## src/rtl/mem_arb_pkg.sv

```systemverilog
// Shared encodings for the femtoRV32 unified-memory arbiter: FSM states, owners,
// load/store funct3 codes and the alignment check used by the misalign option.
package mem_arb_pkg;

    typedef enum logic [1:0] {
        ST_IDLE   = 2'd0,
        ST_ACCESS = 2'd1,
        ST_RESP   = 2'd2
    } arb_state_t;

    typedef enum logic {
        OWN_FETCH = 1'b0,
        OWN_DATA  = 1'b1
    } owner_t;

    localparam logic [2:0] F3_LB  = 3'b000;
    localparam logic [2:0] F3_LH  = 3'b001;
    localparam logic [2:0] F3_LW  = 3'b010;
    localparam logic [2:0] F3_LBU = 3'b100;
    localparam logic [2:0] F3_LHU = 3'b101;
    localparam logic [2:0] F3_SB  = F3_LB;
    localparam logic [2:0] F3_SH  = F3_LH;
    localparam logic [2:0] F3_SW  = F3_LW;

    // Fetches are always word accesses; data size comes from funct3[1:0].
    function automatic logic is_misaligned(input owner_t own, input logic [2:0] f3,
                                           input logic [7:0] addr);
        logic w_mis;
        w_mis = 1'b0;
        if (own == OWN_FETCH) begin
            w_mis = (addr[1:0] != 2'b00);
        end else begin
            case (f3[1:0])
                2'b10:   w_mis = (addr[1:0] != 2'b00);
                2'b01:   w_mis = addr[0];
                default: w_mis = 1'b0;
            endcase
        end
        return w_mis;
    endfunction

endpackage

```

## src/rtl/mem_arb_grant.sv

```systemverilog
// Fetch/data priority select with a saturating starvation counter that forces
// a pending fetch through after STARVE_MAX consecutive data grants.
module mem_arb_grant #(
    parameter int STARVE_MAX = 4
) (
    input  logic clk,
    input  logic rst,
    input  logic i_arb_en,
    input  logic i_if_valid,
    input  logic i_d_valid,
    output logic o_grant_if,
    output logic o_grant_d
);
    import mem_arb_pkg::*;

    localparam logic [3:0] LP_STARVE_MAX = 4'(STARVE_MAX);

    logic [3:0] r_starve_cnt;
    logic       w_starved;

    assign w_starved = (r_starve_cnt == LP_STARVE_MAX);

    always_comb begin
        o_grant_if = 1'b0;
        o_grant_d  = 1'b0;
        if (i_arb_en) begin
            if (i_if_valid && (!i_d_valid || w_starved)) begin
                o_grant_if = 1'b1;
            end else if (i_d_valid) begin
                o_grant_d = 1'b1;
            end
        end
    end

    always_ff @(posedge clk or posedge rst) begin
        if (rst) begin
            r_starve_cnt <= 4'd0;
        end else if (!i_if_valid || o_grant_if) begin
            r_starve_cnt <= 4'd0;
        end else if (o_grant_d && !w_starved) begin
            r_starve_cnt <= r_starve_cnt + 4'd1;
        end
    end

endmodule

```

## src/rtl/mem_arbiter.sv

```systemverilog
// Fetch/load-store arbiter and one-shot sequencer for the single-port Mem.
// Define MEM_ARB_MISALIGN_EN to suppress misaligned accesses and flag *_rsp_err.
module mem_arbiter
    import mem_arb_pkg::*;
#(
    parameter int STARVE_MAX = 4
) (
    input  logic        clk,
    input  logic        rst,
    input  logic        if_req_valid,
    output logic        if_req_ready,
    input  logic [7:0]  if_addr,
    output logic        if_rsp_valid,
    output logic [31:0] if_rsp_data,
    output logic        if_rsp_err,
    input  logic        d_req_valid,
    output logic        d_req_ready,
    input  logic        d_we,
    input  logic [2:0]  d_funct3,
    input  logic [7:0]  d_addr,
    input  logic [31:0] d_wdata,
    output logic        d_rsp_valid,
    output logic [31:0] d_rsp_data,
    output logic        d_rsp_err,
    output logic        mem_read,
    output logic        mem_write,
    output logic [2:0]  mem_funct3,
    output logic [7:0]  mem_addr,
    output logic [31:0] mem_wdata,
    input  logic [31:0] mem_rdata
);

    arb_state_t  r_state, w_state_next;
    owner_t      r_owner;
    logic [7:0]  r_addr;
    logic        r_we;
    logic [2:0]  r_funct3;
    logic [31:0] r_wdata;
    logic [31:0] r_rsp_data;
    logic        r_rsp_err;
    logic        w_arb_en, w_grant_if, w_grant_d, w_access, w_misalign;

    assign w_arb_en = (r_state == ST_IDLE) || (r_state == ST_RESP);
    assign w_access = (r_state == ST_ACCESS);

    mem_arb_grant #(.STARVE_MAX(STARVE_MAX)) u_grant (
        .clk        (clk),
        .rst        (rst),
        .i_arb_en   (w_arb_en),
        .i_if_valid (if_req_valid),
        .i_d_valid  (d_req_valid),
        .o_grant_if (w_grant_if),
        .o_grant_d  (w_grant_d)
    );

`ifdef MEM_ARB_MISALIGN_EN
    assign w_misalign = is_misaligned(r_owner, r_funct3, r_addr);
`else
    assign w_misalign = 1'b0;
`endif

    always_ff @(posedge clk or posedge rst) begin
        if (rst) begin
            r_state <= ST_IDLE;
        end else begin
            r_state <= w_state_next;
        end
    end

    always_comb begin
        w_state_next = r_state;
        case (r_state)
            ST_IDLE:   if (w_grant_if || w_grant_d) w_state_next = ST_ACCESS;
            ST_ACCESS: w_state_next = ST_RESP;
            ST_RESP:   w_state_next = (w_grant_if || w_grant_d) ? ST_ACCESS : ST_IDLE;
            default:   w_state_next = ST_IDLE;
        endcase
    end

    always_ff @(posedge clk or posedge rst) begin
        if (rst) begin
            r_owner  <= OWN_FETCH;
            r_addr   <= 8'd0;
            r_we     <= 1'b0;
            r_funct3 <= 3'd0;
            r_wdata  <= 32'd0;
        end else if (w_grant_d) begin
            r_owner  <= OWN_DATA;
            r_addr   <= d_addr;
            r_we     <= d_we;
            r_funct3 <= d_funct3;
            r_wdata  <= d_wdata;
        end else if (w_grant_if) begin
            r_owner  <= OWN_FETCH;
            r_addr   <= if_addr;
            r_we     <= 1'b0;
            r_funct3 <= F3_LW;
            r_wdata  <= 32'd0;
        end
    end

    // Stores and suppressed accesses report zero data.
    always_ff @(posedge clk or posedge rst) begin
        if (rst) begin
            r_rsp_data <= 32'd0;
            r_rsp_err  <= 1'b0;
        end else if (w_access) begin
            r_rsp_data <= (w_misalign || (r_owner == OWN_DATA && r_we)) ? 32'd0 : mem_rdata;
            r_rsp_err  <= w_misalign;
        end
    end

    always_comb begin
        if_req_ready = w_grant_if;
        d_req_ready  = w_grant_d;
        if_rsp_valid = 1'b0;
        if_rsp_data  = 32'd0;
        if_rsp_err   = 1'b0;
        d_rsp_valid  = 1'b0;
        d_rsp_data   = 32'd0;
        d_rsp_err    = 1'b0;
        mem_read     = 1'b0;
        mem_write    = 1'b0;
        mem_funct3   = 3'd0;
        mem_addr     = 8'd0;
        mem_wdata    = 32'd0;
        if (r_state == ST_RESP) begin
            if (r_owner == OWN_FETCH) begin
                if_rsp_valid = 1'b1;
                if_rsp_data  = r_rsp_data;
                if_rsp_err   = r_rsp_err;
            end else begin
                d_rsp_valid  = 1'b1;
                d_rsp_data   = r_rsp_data;
                d_rsp_err    = r_rsp_err;
            end
        end
        if (w_access) begin
            mem_read   = (r_owner == OWN_DATA) && !r_we && !w_misalign;
            mem_write  = (r_owner == OWN_DATA) && r_we && !w_misalign;
            mem_funct3 = r_funct3;
            mem_addr   = r_addr;
            mem_wdata  = r_wdata;
        end
    end

endmodule

```

## config.mk

```make
export PLATFORM = sky130hd
export DESIGN_NAME = mem_arbiter
export DESIGN_NICKNAME = d
export VERILOG_FILES = /design/src/rtl/mem_arb_pkg.sv /design/src/rtl/mem_arb_grant.sv /design/src/rtl/mem_arbiter.sv
export SDC_FILE = /design/constraint.sdc
export NUM_CORES = 1
export LEC_CHECK = 0
export CAP_MARGIN = 10
export CORE_MARGIN = 1
export CORE_UTILIZATION = 36
export DETAILED_ROUTE_END_ITERATION = 6
export PLACE_DENSITY_LB_ADDON = 0.3
export SYNTH_ARGS = -nofsm -noshare
export SYNTH_HDL_FRONTEND = slang
export SYNTH_SLANG_ARGS = --single-unit
export TNS_END_PERCENT = 50
```

## constraint.sdc

```tcl
create_clock -name clk -period 2.81 [get_ports clk]
set_input_delay 0.562 -clock clk [delete_from_list [all_inputs] [get_ports clk]]
set_output_delay 0.562 -clock clk [all_outputs]
set_load 0.02 [all_outputs]
```

== Word level (Yosys, flattened, before mapping) ==
Index checks and enable logic that the tools add are counted.

* Equal/unequal tests: 4
* Add/subtract/negate cells: 1
* Multiplexer cells: 33
* Reductions and logical operators: 15

{| class="wikitable"
|+ Operators with widths
! kind !! number
|-
| $mux W32 || 8
|-
| $mux W8 || 3
|-
| $mux W1 || 15
|-
| $mux W3 || 3
|-
| $mux W4 || 2
|-
| $pmux W2 S3 || 1
|-
| $add A4 B1 Y4 const B || 1
|-
| $eq A4 B3 Y1 const B || 1
|-
| $logic_and A1 B1 Y1 || 4
|-
| $logic_not A1 Y1 || 4
|-
| $logic_or A1 B1 Y1 || 4
|-
| $reduce_bool A2 Y1 || 2
|-
| $eq A2 B1 Y1 const B || 1
|-
| $eq A2 B2 Y1 const B || 1
|-
| $logic_not A2 Y1 || 1
|-
| $mux W2 || 1
|-
| $ne A2 B1 Y1 const B || 1
|}

* Input port bits: 88
* Register bits: 83
* Output and inout port bits: 115
* Word-level logic and storage cells: 61

== Depth between registers and ports, before layout ==
Gate-level depths: netlist (run 1).

* Depth after elaboration: 8
* Depth in mapped cells: 7
* Mapped depth without buffers: 5

== Modules after synthesis ==
A second synthesis (run 1) with hierarchy kept.

* Cell total of the unflattened synthesis: 455
* Area, all modules: 4470.5 µm²

{| class="wikitable"
|+ By module, submodules not included
! module !! area each (µm²) !! cells each !! times used !! sequential area each (µm²)
|-
| mem_arbiter || 4186.5 || 426 || 1 || 1976.9
|-
| mem_arb_grant || 284.0 || 29 || 1 || 100.1
|}

== Least setup slack after synthesis (run 1) ==
Ideal clock, no wire load.

* Path kind: flip-flop to output port
* Start point: register u_grant.r_starve_cnt[0]
* End point: output if_req_ready
* Arrival time: 1473 ps
* Setup slack: 775 ps
* Cell stages (with the launch flop): 5
* Path buffers: 0
* Cell sequence: dfrtp_1 > inv_1 > ha_1 > nand3b_1 > a211oi_1

* Cells in the longest elaborated chain, start to end: 5

{| class="wikitable"
|+ Ends and longest elaborated chain
! what !! RTL line !! text
|-
| start, declared || mem_arb_grant.sv:18 || <nowiki>logic [3:0] r_starve_cnt;</nowiki>
|-
| start signal, assigned || mem_arb_grant.sv:41 || <nowiki>r_starve_cnt <= r_starve_cnt + 4'd1;</nowiki>
|-
| $eq A4 B3 Y1 || mem_arb_grant.sv:21 || <nowiki>assign w_starved = (r_starve_cnt == LP_STARVE_MAX);</nowiki>
|-
| $logic_or A1 B1 Y1 || mem_arb_grant.sv:27 || <nowiki>if (i_if_valid && (!i_d_valid || w_starved)) begin</nowiki>
|-
| $logic_and A1 B1 Y1 || mem_arb_grant.sv:27 ||
|-
| $mux W1 || mem_arb_grant.sv:27 ||
|-
| $mux W1 || mem_arb_grant.sv:26 || <nowiki>if (i_arb_en) begin</nowiki>
|-
| end, declared || mem_arbiter.sv:11 || <nowiki>output logic if_req_ready,</nowiki>
|}

No other way between the ends.

== Worst setup path in the final report (run 1) ==
* Start point: register r_state[0]
* End point: output if_rsp_data[8]

* Cells in the longest elaborated chain, start to end: 2

{| class="wikitable"
|+ Ends and longest elaborated chain
! what !! RTL line !! text
|-
| start, declared || mem_arbiter.sv:33 || <nowiki>arb_state_t r_state, w_state_next;</nowiki>
|-
| start signal, assigned || mem_arbiter.sv:66 || <nowiki>r_state <= w_state_next;</nowiki>
|-
| $eq A2 B2 Y1 || mem_arbiter.sv:127 || <nowiki>if (r_state == ST_RESP) begin</nowiki>
|-
| $mux W32 || mem_arbiter.sv:127 ||
|-
| end, declared || mem_arbiter.sv:14 || <nowiki>output logic [31:0] if_rsp_data,</nowiki>
|}

No other way between the ends.

==> impl_results.md, run 1 <==
- Outcome: complete, no violations
- Arrival time reported for the critical path endpoint: about 2.1 ns
- Number of detailed-routing iterations run before antenna repair: 4
- Internal power consumption: 2.673 mW
- DRC violation count after routing: 0
- Avg Inst Size Synth: about 11 um2
- Worst setup timing slack at the placement stage: 0.1756 ns
- Main flop type after synthesis: sky130_fd_sc_hd__dfrtp_1
- Setup slack after layout: 0.1612 ns
- Switching power total: 1.057 mW
- Portion of total power attributed to the clock network: 0.288
- Number of antenna-violating nets in the routed design: 0
- Netlist Area Pre-Place: between 3000 and 4000 um2
- Critical path endpoint category: output pin
- Inserted Diodes: 0
- Max Cap Violations: 0
- Path class of the lowest-slack min-delay path: flip-flop to flip-flop
- Clk_skew: 0.01051 ns
- Number of distinct library cells after synthesis: 31
- Gate Count Post-Synth: 361
- Area of the multi-input gates: between 1500 and 2000 um2
- Global routing's busiest layer: met2
- Final WL: 10730 um
- Wire per inst: 15.40 um
- Worst-Skew Late Latency: 0.34 ns
- Total clock buffers created by CTS: 9
- Port buffer count: 200
- Critical Path Fanout Max: 33
- Setup violators final: 0
- Type of origin of the critical path: flip-flop
- DR vias: between 3000 and 4000
- Area of the die: between 10000 and 15000 um2
- Most frequent standard cell in the layout excluding fill and tap cells: sky130_fd_sc_hd__clkdlybuf4s50_1
- Max-Slew Margin vs Limit: 0.5878
- Layout cells sized above 1: 0.06595
- Minimum setup slack among reg-to-reg paths: ~1.1 ns
- Global routing usage on met2: 0.3140
- Setup TNS Final: 0 ns
- Number of DRC violations after detailed-routing iteration 0: between 200 and 250
- Transition time at the pin with the least slew margin: between 0.6 and 0.7 ns
- Highest-count cells in the layout ignoring fill and taps: sky130_fd_sc_hd__clkdlybuf4s50_1, sky130_fd_sc_hd__and2_1, sky130_fd_sc_hd__dfrtp_1, sky130_fd_sc_hd__a22o_1
- Post-detailed-route via-to-cell ratio: ~5.0
- Chip height: 106.1 um
- FF+latch area: between 2000 and 2500 um2
- Met3 Resource Use GR: 0.04108
- CTS tree: done
- Combinational cell fraction of total power: 0.284
- Overflow after GRT: 0
- Simple-Gate Fraction of Synth Area: 0.2187
- Peak supply drop: 352.3 uV
- Number of instances in the placed design: about 680
- Largest family of logic cells by synthesized area: simple AND/OR/NAND/NOR gates
- Antenna violations before repair: 0
- Final count of hold timing violations: 0
- Met1 Track Usage GR: 0.2638
- Sink Count: 83
- Largest net degree at the start of global routing: 50
- Sequential cell fraction of total power: 0.428
- Synth Area in Compound Gates: 0.2014
- Static power due to leakage: 2.697 nW
- Overall die width: around 110 um
- Root buffer cell: sky130_fd_sc_hd__clkbuf_8
- Post-CTS setup buffer count: 0
- Power density over cell area: 588.9 nW/um2
- DP Wirelength: 7772 um
- Wire length of the first global-routing pass: 17500 um
- Number of storage elements in the synthesis netlist: 83
- Xor and xnor area share after synthesis: 0
- IO Pins: 203
- Crit share post-route: 0.9427
- Post-CTS clock slew at the launch and capture registers of the worst setup and hold paths: around 0.080 ns
- RePlAce Congestion: 0.8230
- H-tree depth: 3
- Cell-by-cell trace of the critical path: nor3b_2, buf_4, and2_1, clkdlybuf4s50_1
- Filler cell count in the final layout: 859
- Multiplexer area fraction after synthesis: 0
- Net switching fraction of the power: 0.2833
- Via count of the first global-routing pass: between 3000 and 4000
- Setup repair after global routing missed its margin: no
- Num rows: 37
- Count of non-filler cells in the finished layout: 697
- Count of hold-fix buffers inserted at cts: 0
- Warning count from the yosys run: 0
- Maximum count of clock buffers along a single path: 2
- Area growth from synthesis to layout: 62.32%
- Number of nets in the finished design: 648
- Async set or reset register ratio after synthesis: 1.000
- Data required time at the worst endpoint: 2.25 ns
- Initial cell density of the core: 0.3745
- Count of pins over their slew limit: 0
- Global-route usage over all layers: 0.1967
- Placeable core region: 10420 um2
- PostCTS Resize Cnt: 2
- Number of flops mapped to enable cells by yosys: 0
- Start-to-end type of the worst setup path: flip-flop to output pin
- Maximum cell stage delay along the critical path: 0.60 ns
- Sequential element share of the synthesized area: 0.5324
- Achievable frequency: 377.5 MHz
- Fin crit period: 2.649 ns
- Cell type of the slowest stage on the worst timing path: sky130_fd_sc_hd__clkdlybuf4s50_1
- Fraction of the mapped netlist area in adder cells: 0.006414
-- kinds of logic (layout without fill, tap and decap cells) --
| kind of cell | Yosys count | in the layout |
|---|---|---|
| AO/OA/AOI/OAI | 101 | 101 |
| adder cells (fa/ha/maj) | 2 | 2 |
| buffers and inverters | 36 | 235 |
| flip-flops | 83 | 83 |
| other | 1 | 2 |
| AND/OR/NAND/NOR | 138 | 138 |
-- worst max-delay path, delay by kind of cell, from the launching register on --
| kind | cells | cell delay, ns |
|---|---|---|
| buffers and inverters | 2 | 0.88 |
| flip-flops | 1 | 0.49 |
| AND/OR/NAND/NOR | 2 | 0.38 |
-- power groups by stage --
stage               clock [mW]  combinational [mW]  sequential, mW
finish                    1.07                1.06            1.60
floorplan                    0               0.614            1.55
global placement             0                1.05            1.61
detailed placement           0                1.07            1.61
global route              1.15                1.15            1.63
CTS                       1.11                1.07            1.60
-- registers in the layout, indices dropped and copies added, names as in the netlist --
register              flops
r_wdata                  32
r_funct3                  3
r_addr                    8
r_we                      1
r_rsp_data               32
r_state                   2
r_owner                   1
u_grant.r_starve_cnt      4
-- path summary, 6_finish.rpt --
| path | start | end | depth (start not counted) |
|---|---|---|---|
| worst max-delay path | r_state[0]$_DFFE_PP0P_ | if_rsp_data[8] | 4 |
| worst min-delay path | r_wdata[11]$_DFFE_PP0P_ | r_wdata[11]$_DFFE_PP0P_ | 1 |
| worst max register to register | u_grant.r_starve_cnt[0]$_DFFE_PP0P_ | r_wdata[20]$_DFFE_PP0P_ | 6 |
| worst min register to register | r_wdata[11]$_DFFE_PP0P_ | r_wdata[11]$_DFFE_PP0P_ | 1 |
| max in group asynchronous | rst | r_addr[1]$_DFFE_PP0P_ | 3 |
| min in group asynchronous | rst | r_wdata[3]$_DFFE_PP0P_ | 2 |
-- Yosys cell counts (2+ instances only) --
library cell	instances	area [um2]
sky130_fd_sc_hd__a211oi_1	2	15.01
sky130_fd_sc_hd__a21oi_1	12	60.06
sky130_fd_sc_hd__a22o_1	67	586.8
sky130_fd_sc_hd__a31oi_1	8	50.05
sky130_fd_sc_hd__and2_1	107	669.4
sky130_fd_sc_hd__buf_2	11	55.05
sky130_fd_sc_hd__buf_4	2	15.01
sky130_fd_sc_hd__clkbuf_1	17	63.81
sky130_fd_sc_hd__dfrtp_1	83	2077
sky130_fd_sc_hd__ha_1	2	25.02
sky130_fd_sc_hd__inv_1	5	18.77
sky130_fd_sc_hd__nand2_1	3	11.26
sky130_fd_sc_hd__nand3_1	2	10.01
sky130_fd_sc_hd__nand4b_1	3	26.28
sky130_fd_sc_hd__nor2_1	12	45.04
sky130_fd_sc_hd__nor2b_1	2	12.51
sky130_fd_sc_hd__o21ai_0	9	45.04
-- per-stage QoR --
stage                     instance area, um2    util  total power, mW  hold slack [ns]
final                                   6332  0.6079            3.729           0.5003
after global routing                    6332  0.6079            3.928           0.5176
after CTS                               6327  0.6074            3.773           0.5041
after detailed placement                6073  0.5831            2.680           0.4820
after global placement                  6073  0.5831            2.653           0.4793
after floorplan                         3905       -            2.162           0.4618
-- layout make-up --
| class | count | share of cell area |
|---|---|---|
| repair buffers | 215 | 0.3369 |
| flip-flops and latches | 83 | 0.3282 |
| multi-input cells | 243 | 0.2646 |
| well taps | 136 | 0.02687 |
| clock inverters | 5 | 0.02015 |
| clock buffers | 9 | 0.01956 |
| inverters | 6 | 0.003754 |
-- per-layer routing --
layer,up-vias,share of wire,routed length [um]
met5,-,0,0
met4,0,0.018,195
met3,14,0.077,824
met2,181,0.46,4968
met1,1614,0.44,4744
li1,1642,-,-
No activity file was read; power rests on OpenSTA's default activity.
==> run 2: changes to the inputs <==
- ABC_AREA: unset -> 1
- CORE_UTILIZATION: 36 -> 38
- GPL_ROUTABILITY_DRIVEN: unset -> 0
==> run 2 against run 1 <==
  * Critical path depth increased by 2
  * Highest routed layer unchanged
  * Maximum frequency is 0.74% lower
  * Count of clock-buffer cells in the layout rose by 2
  * Power is 8.8% higher
  * First-iteration DRC count grew 6.5%
  * Largest cell class unchanged
  * Register-to-register slack got worse by 0.18 ns
  * Area after synthesis rose by 11%
  * Cell count is 26% higher
  * Largest power group unchanged
  * Via count rose by 19%
  * Clock power is 25% higher
  * Die area grew 4.8%
  * Critical endpoint is now if_rsp_data[25]
  * Setup slack worse by 0.020 ns
==> impl_results.md, run 2 <==
- Simple-Gate Fraction of Synth Area: 0.2436 (was 0.2187)
- Peak supply drop: 283.0 uV (was 352.3 uV)
- Static power due to leakage: 3.062 nW (was 2.697 nW)
- Power density over cell area: 601.8 nW/um2 (was 588.9 nW/um2)
- Transition time at the pin with the least slew margin: 0.5567 ns (was 0.6175 ns)
- IO Pins: 203 (unchanged)
- Worst-Skew Late Latency: 0.33 ns (was 0.34 ns)
- Sequential element share of the synthesized area: 0.4809 (was 0.5324)
- Critical Path Fanout Max: 32 (was 33)
- Leading cell type by number of instances after synthesis: sky130_fd_sc_hd__nor2_1 (was sky130_fd_sc_hd__and2_1)
- Num rows: 38 (was 37)
- Async set or reset register ratio after synthesis: 1.000 (unchanged)
- Overall die width: 108.6 um (was 106.1 um)
- CTS tree: done (unchanged)
- Biggest area contributors in the synthesized netlist: sky130_fd_sc_hd__dfrtp_1, sky130_fd_sc_hd__nor2_1, sky130_fd_sc_hd__inv_1 (was sky130_fd_sc_hd__dfrtp_1, sky130_fd_sc_hd__and2_1, sky130_fd_sc_hd__a22o_1)
- Chip height: 108.6 um (was 106.1 um)
- Post-CTS clock slew at the launch and capture registers of the worst setup and hold paths: 0.06 ns (was 0.08 ns)
- Most instantiated cells after synthesis: sky130_fd_sc_hd__nor2_1, sky130_fd_sc_hd__inv_1, sky130_fd_sc_hd__dfrtp_1, sky130_fd_sc_hd__nand2_1, sky130_fd_sc_hd__nand3_1 (was sky130_fd_sc_hd__and2_1, sky130_fd_sc_hd__dfrtp_1, sky130_fd_sc_hd__a22o_1, sky130_fd_sc_hd__clkbuf_1)
- Area of the multi-input gates: 1608 um2 (was 1675 um2)
- Avg Inst Size Synth: 7.998 um2 (was 10.81 um2)
- Critical path endpoint category: output pin (unchanged)
- DP Wirelength: 8571 um (was 7772 um)
- Pwr Total: 4.056 mW (was 3.729 mW)
- Area growth from synthesis to layout: 56.05% (was 62.32%)
- Data required time at the worst endpoint: 2.25 ns (about the same)
- Fin crit period: 2.669 ns (was 2.649 ns)
- Port buffer count: 200 (unchanged)
- Sink Count: 83 (unchanged)
- Path class of the lowest-slack min-delay path: flip-flop to flip-flop (unchanged)
- Max Cap Violations: 0 (unchanged)
- Net switching fraction of the power: 0.3056 (was 0.2833)
- Gate Count Post-Synth: 540 (was 361)
- Setup violators final: 0 (unchanged)
- Count of pins over their slew limit: 0 (unchanged)
- Global-route usage over all layers: 0.2048 (was 0.1967)
- Wire per inst: 13.15 um (was 15.40 um)
- Internal power consumption: 2.816 mW (was 2.673 mW)
- Post-detailed-route via-to-cell ratio: 4.675 (was 4.951)
- Maximum count of clock buffers along a single path: 2 (unchanged)
- Max-Slew Margin vs Limit: 0.6284 (was 0.5878)
- Most frequent standard cell in the layout excluding fill and tap cells: sky130_fd_sc_hd__clkdlybuf4s50_1 (unchanged)
- Multiplexer area fraction after synthesis: 0 (unchanged)
- Filler cell count in the final layout: 972 (was 859)
- Number of nets in the finished design: 821 (was 648)
- Final count of hold timing violations: 0 (unchanged)
- Initial cell density of the core: 0.3950 (was 0.3745)
- Combinational cell fraction of total power: 0.301 (was 0.284)
- Fraction of the mapped netlist area in adder cells: 0.005794 (was 0.006414)
- Number of DRC violations after detailed-routing iteration 0: 228 (was 214)
- Startpoint of the most critical register-to-register path: r_state[0]$_DFFE_PP0P_ (was u_grant.r_starve_cnt[0]$_DFFE_PP0P_)
- Type of origin of the critical path: flip-flop (unchanged)
- Highest-count cells in the layout ignoring fill and taps: sky130_fd_sc_hd__clkdlybuf4s50_1, sky130_fd_sc_hd__nor2_1, sky130_fd_sc_hd__inv_1, sky130_fd_sc_hd__dfrtp_1, sky130_fd_sc_hd__nand2_1 (was sky130_fd_sc_hd__clkdlybuf4s50_1, sky130_fd_sc_hd__and2_1, sky130_fd_sc_hd__dfrtp_1, sky130_fd_sc_hd__a22o_1)
- Total clock buffers created by CTS: 9 (unchanged)
- Clk_skew: 0.005381 ns (was 0.01051 ns)
- Number of flops mapped to enable cells by yosys: 0 (unchanged)
- Root buffer cell: sky130_fd_sc_hd__clkbuf_16 (was sky130_fd_sc_hd__clkbuf_8)
- Setup repair after global routing missed its margin: no (unchanged)
- Critical path destination: if_rsp_data[25] (was if_rsp_data[8])
- Largest area contributor in the netlist: sky130_fd_sc_hd__dfrtp_1 (unchanged)
- Number of storage elements in the synthesis netlist: 83 (unchanged)
- Via count of the first global-routing pass: 4027 (was 3375)
- Xor and xnor area share after synthesis: 0.002028 (was 0)
- Final WL: 11520 um (was 10730 um)
- Post-detailed-placement cell area: 6392 um2 (was 6073 um2)
- Portion of total power attributed to the clock network: 0.330 (was 0.288)
- Count of hold-fix buffers inserted at cts: 0 (unchanged)
- Summed area of non-filler cells in the final layout: 6740 um2 (was 6332 um2)
- Wire length of the first global-routing pass: 18910 um (was 17500 um)
- Crit share post-route: 0.9497 (was 0.9427)
- Area of the die: 11800 um2 (was 11260 um2)
- Main flop type after synthesis: sky130_fd_sc_hd__dfrtp_1 (unchanged)
- Minimum setup slack among reg-to-reg paths: 0.91 ns (was 1.09 ns)
- FF+latch area: 2077 um2 (was 2078 um2)
- Warning count from the yosys run: 0 (unchanged)
- Number of detailed-routing iterations run before antenna repair: 4 (unchanged)
- Antenna violations before repair: 0 (unchanged)
- CP Launch Point: r_state[0]$_DFFE_PP0P_ (unchanged)
- Synth Area in Compound Gates: 0.1188 (was 0.2014)
- Setup TNS Final: 0 ns (unchanged)
- Portion of synthesized cell area occupied by the leading cell type: 0.4809 (was 0.5324)
- Depth of the worst register-to-register path: 6 (unchanged)
- Netlist Area Pre-Place: 4319 um2 (was 3901 um2)
- Worst Min Path Start: r_addr[2]$_DFFE_PP0P_ (was r_wdata[11]$_DFFE_PP0P_)
- Achievable frequency: 374.7 MHz (was 377.5 MHz)
- Number of antenna-violating nets in the routed design: 0 (unchanged)
- Switching power total: 1.239 mW (was 1.057 mW)
- DRC violation count after routing: 0 (unchanged)
- Inserted Diodes: 0 (unchanged)
- Sequential cell fraction of total power: 0.369 (was 0.428)
- Layout cells sized above 1: 0.1236 (was 0.06595)
- Overflow after GRT: 0 (unchanged)
- Start-to-end type of the worst setup path: flip-flop to output pin (unchanged)
- Largest net degree at the start of global routing: 41 (was 50)
- Crit Reg-Reg Endpoint: r_rsp_data[1]$_DFFE_PP0P_ (was r_wdata[20]$_DFFE_PP0P_)
- H-tree depth: 3 (unchanged)
- Largest registers: r_rsp_data: 32 flops, r_wdata: 32 flops, r_addr: 8 flops (unchanged)
- DR vias: 4095 (was 3451)
- Placeable core region: 10940 um2 (was 10420 um2)
- Arrival time reported for the critical path endpoint: 2.11 ns (was 2.09 ns)
- Largest family of logic cells by synthesized area: simple AND/OR/NAND/NOR gates (unchanged)
- Number of distinct library cells after synthesis: 27 (was 31)
- Outcome: complete, no violations (unchanged)
-- run 2: changes by cell type after synthesis, sizes merged, moves of 3 or more --
cell and delta:
nand3 +50, inv +103, a22o -67, and2 -107, buf +13, o21ai +60, nand2 +68, a21oi -11
a31oi -8, nor2 +100, nand4b -3, clkbuf -11
-- run 2: through the flow --
stage,setup slack [ns],hold slack [ns],util,cells
after global placement,0.1893,0.4671,0.5846,860
after CTS,0.05337,0.4826,0.6159,876
after detailed placement,0.1584,0.4660,0.5846,860
after global routing,0.001859,0.5053,0.6164,876
final,0.1414,0.4811,0.6164,876
after floorplan,0.1112,0.4491,-,541
-- run 2: power by group through the flow --
stage / registers, mW / logic [mW] / clock network (mW)
finish: 1.50 / 1.22 / 1.34
global route: 1.52 / 1.36 / 1.41
CTS: 1.50 / 1.24 / 1.37
detailed placement: 1.52 / 1.23 / 0
global placement: 1.51 / 1.20 / 0
floorplan: 1.50 / 0.772 / 0
-- run 2: critical path, cell delays in order, from the launching register on --
cell and delay, ns:
sky130_fd_sc_hd__dfrtp_1 0.48, sky130_fd_sc_hd__nor2_1 0.14, sky130_fd_sc_hd__inv_1 0.07, sky130_fd_sc_hd__nor2_2 0.15, sky130_fd_sc_hd__inv_4 0.16, sky130_fd_sc_hd__nor2_1 0.16
sky130_fd_sc_hd__clkdlybuf4s50_1 0.62
-- run 2: kinds of logic after synthesis --
logic type | after synthesis
buffers and inverters | 141
AND/OR/NAND/NOR | 239
other | 1
XOR/XNOR | 1
flip-flops | 83
adder cells (fa/ha/maj) | 2
AO/OA/AOI/OAI | 73
-- run 2: routing by layer --
layer | routed length [um] | share of wire | vias up | GRT usage
met5 | 0 | 0 | - | 0
met4 | 119 | 0.010 | 0 | 0.06467
met3 | 1088 | 0.094 | 10 | 0.06216
met2 | 5577 | 0.48 | 163 | 0.3544
met1 | 4735 | 0.41 | 1902 | 0.2428
li1 | - | - | 2020 | -
-- run 2: final cells by class --
cell class | instances | share of cell area
inverters | 109 | 0.06163
well taps | 140 | 0.02599
clock inverters | 5 | 0.01485
clock buffers | 11 | 0.03601
multi-input cells | 317 | 0.2385
flip-flops and latches | 83 | 0.3081
repair buffers | 211 | 0.3148
-- run 2: worst min path at each step --
stage,to,slack (ns),cells past startpoint
global route,r_addr[0]$_DFFE_PP0P_,0.51,2
finish,r_addr[2]$_DFFE_PP0P_,0.48,2
global placement,r_addr[2]$_DFFE_PP0P_,0.47,2
detailed placement,r_addr[2]$_DFFE_PP0P_,0.47,2
floorplan,r_addr[0]$_DFFE_PP0P_,0.45,2
CTS,r_addr[2]$_DFFE_PP0P_,0.48,2
-- run 2: repair_timing --
action                     CTS  global route
buffers inserted             0             0
setup endpoints to repair    0            64
gates resized for setup      0             4
==> run 3: changes to the inputs <==
- GPL_TIMING_DRIVEN: unset -> 0
==> run 3 against run 2 <==
  * Via count rose by 1.4%
  * Cell count grew 2.3%
  * Power shrank 6.0%
  * Die area unchanged
  * First-iteration DRC count fell by 15%
  * Setup slack got worse by 0.028 ns
  * Worst hold slack lost 0.00079 ns
  * Non-clock buffer count up 21
  * Clock power shrank 21%
  * Critical path type unchanged
  * Largest power group unchanged
==> impl_results.md, run 3 (synthesis results as in run 2) <==
- Post-CTS setup buffer count: 0 (unchanged)
- Number of antenna-violating nets in the routed design: 0 (unchanged)
- Number of detailed-routing iterations run before antenna repair: 6 (was 4)
- Path class of the lowest-slack min-delay path: flip-flop to flip-flop (unchanged)
- Overall die width: 108.6 um (unchanged)
- Cell type of the slowest stage on the worst timing path: sky130_fd_sc_hd__clkdlybuf4s50_1 (unchanged)
- Max Cap Violations: 0 (unchanged)
- Largest net degree at the start of global routing: 48 (was 41)
- End of the worst hold path: r_addr[2]$_DFFE_PP0P_ (unchanged)
- Count of pins over their slew limit: 0 (unchanged)
- Global-route usage over all layers: 0.2087 (was 0.2048)
- Area of the die: 11800 um2 (unchanged)
- Area growth from synthesis to layout: 58.34% (was 56.05%)
- Initial cell density of the core: 0.3950 (unchanged)
- Worst-Skew Late Latency: 0.33 ns (about the same)
- Chip height: 108.6 um (unchanged)
- CP Launch Point: r_state[0]$_DFFE_PP0P_ (unchanged)
- Number of cells on the critical path: 7 (was 6)
- Layout cells sized above 1: 0.1402 (was 0.1236)
- Sink Count: 83 (unchanged)
- Peak supply drop: 255.5 uV (was 283.0 uV)
- Wire per inst: 13.35 um (was 13.15 um)
- Post-CTS clock slew at the launch and capture registers of the worst setup and hold paths: 0.06 ns (about the same)
- Count of non-filler cells in the finished layout: 896 (was 876)
- Final count of hold timing violations: 0 (unchanged)
- Post-detailed-route via-to-cell ratio: 4.636 (was 4.675)
- Cell-by-cell trace of the critical path: nor2_1, inv_1, nor2_2, inv_2, buf_2, nor2_1, clkdlybuf4s50_1 (was nor2_1, inv_1, nor2_2, inv_4, nor2_1, clkdlybuf4s50_1)
- Minimum setup slack among reg-to-reg paths: 1.13 ns (was 0.91 ns)
- Number of instances in the placed design: 881 (was 860)
- Achievable frequency: 370.9 MHz (was 374.7 MHz)
- Setup violators final: 0 (unchanged)
- Crit share post-route: 0.9595 (was 0.9497)
- Clk_skew: 0.006200 ns (was 0.005381 ns)
- Port buffer count: 199 (was 200)
- DP Wirelength: 9149 um (was 8571 um)
- Highest-count cells in the layout ignoring fill and taps: sky130_fd_sc_hd__clkdlybuf4s50_1, sky130_fd_sc_hd__nor2_1, sky130_fd_sc_hd__inv_1, sky130_fd_sc_hd__dfrtp_1, sky130_fd_sc_hd__nand2_1 (unchanged)
- Maximum cell stage delay along the critical path: 0.62 ns (about the same)
- DRC violation count after routing: 0 (unchanged)
- Worst Min Path Start: r_addr[2]$_DFFE_PP0P_ (unchanged)
- Start-to-end type of the worst setup path: flip-flop to output pin (unchanged)
- DR vias: 4154 (was 4095)
- Arrival time reported for the critical path endpoint: 2.13 ns (was 2.11 ns)
- Placeable core region: 10940 um2 (unchanged)
- Via count of the first global-routing pass: 4007 (was 4027)
- Critical path endpoint category: output pin (unchanged)
- Largest registers: r_rsp_data: 32 flops, r_wdata: 32 flops, r_addr: 8 flops (unchanged)
- Wire length of the first global-routing pass: 19120 um (was 18910 um)
- Root buffer cell: sky130_fd_sc_hd__clkbuf_16 (unchanged)
- Cell depth of the worst min-delay path: 2 (unchanged)
- Final-layout worst hold slack: 0.4803 ns (was 0.4811 ns)
- Maximum count of clock buffers along a single path: 2 (unchanged)
- Startpoint of the most critical register-to-register path: u_grant.r_starve_cnt[0]$_DFFE_PP0P_ (was r_state[0]$_DFFE_PP0P_)
- Power density over cell area: 557.5 nW/um2 (was 601.8 nW/um2)
- Antenna violations before repair: 0 (unchanged)
- Number of nets in the finished design: 842 (was 821)
- Data required time at the worst endpoint: 2.25 ns (about the same)
- Total clock buffers created by CTS: 9 (unchanged)
- Crit Reg-Reg Endpoint: r_wdata[0]$_DFFE_PP0P_ (was r_rsp_data[1]$_DFFE_PP0P_)
- Top delay family on crit path: buffers and inverters (unchanged)
- Outcome: complete, no violations (unchanged)
- Number of DRC violations after detailed-routing iteration 0: 193 (was 228)
- Final WL: 11960 um (was 11520 um)
- Static power due to leakage: 3.613 nW (was 3.062 nW)
- CTS tree: done (unchanged)
- Type of origin of the critical path: flip-flop (unchanged)
- Critical Path Fanout Max: 10 (was 32)
- Transition time at the pin with the least slew margin: 0.6304 ns (was 0.5567 ns)
- Max-Slew Margin vs Limit: 0.5797 (was 0.6284)
- CP bufs+invs: 4 (was 3)
- Fin crit period: 2.696 ns (was 2.669 ns)
- Depth of the worst register-to-register path: 10 (was 6)
- Inserted Diodes: 0 (unchanged)
- Top cell by count, worst path: sky130_fd_sc_hd__nor2_1 (unchanged)
- Overflow after GRT: 0 (unchanged)
- H-tree depth: 3 (unchanged)
- IO Pins: 203 (unchanged)
- Most frequent standard cell in the layout excluding fill and tap cells: sky130_fd_sc_hd__clkdlybuf4s50_1 (unchanged)
- Num rows: 38 (unchanged)
-- run 3: cell types whose count changed in the layout (fill, tap and decap cells not counted), sizes merged, moves of 3 or more --
cell and change:
dlygate4sd2 +5, buf +16, dlymetal6s2s +27, bufinv -3
clkbuf +8, clkdlybuf4s50 -34
-- run 3: worst max path at each step --
stage | to | slack (ns)
global placement | r_addr[0]$_DFFE_PP0P_ | -1.24
global route | if_rsp_data[26] | -0.003
finish | if_rsp_data[26] | 0.11
detailed placement | d_req_ready | -0.23
CTS | d_rsp_data[5] | 0.008
floorplan | r_addr[0]$_DFFE_PP0P_ | 0.11
-- run 3: worst register-to-register path, delay by kind of cell (launching register included) --
family	cells	cell delay, ns
AOI/OAI and AO/OA	1	0.06
and+or+nand+nor	5	0.51
DFF	1	0.39
adders and majority gates	1	0.21
buffers and inverters	3	0.46
-- run 3: layout make-up --
class                   instances  area (um2)
fillers                       966        4096
flip-flops and latches         83        2078
repair buffers                200        2076
multi-input cells             317        1607
inverters                     109       411.6
clock buffers                  12       246.5
plain buffers                  32       230.2
well taps                     140       175.2
clock inverters                 3       15.01
-- run 3: report_power, final --
part | switching (mW) | internal (mW)
Sequential | 0.0726 | 1.42
Clock | 0.450 | 0.614
Combinational | 0.727 | 0.528
Total | 1.25 | 2.56
-- run 3: repair_timing --
action / CTS / global route
gates cloned: 0 / 0
endpoints found under the hold margin: 0 / 0
setup endpoints to repair: 6 / 52
gates resized for setup: 6 / 30
hold buffers: 0 / 0
-- run 3: per-stage QoR --
| stage | util | cell area [um2] | setup TNS (ns) | setup slack, ns | power [mW] |
|---|---|---|---|---|---|
| 2_1_floorplan | - | 4323 | 0 | 0.1112 | 2.269 |
| 3_3_place_gp | 0.5935 | 6490 | -102.52 | -1.239 | 2.749 |
| 3_5_place_dp | 0.5962 | 6520 | -0.2334 | -0.2334 | 2.784 |
| 4_1_cts | 0.6195 | 6774 | 0 | 0.007691 | 3.865 |
| 5_1_grt | 0.6254 | 6839 | -0.003166 | -0.003166 | 4.051 |
| 6_report | 0.6254 | 6839 | 0 | 0.1137 | 3.812 |
-- run 3: routing by layer --
| metal | part of all wire | up-vias | global-route usage |
|---|---|---|---|
| met2 | 0.47 | 169 | 0.3535 |
| li1 | - | 2053 | - |
| met3 | 0.094 | 14 | 0.06455 |
| met4 | 0.013 | 0 | 0.05888 |
| met5 | 0 | - | 0 |
| met1 | 0.42 | 1918 | 0.2559 |
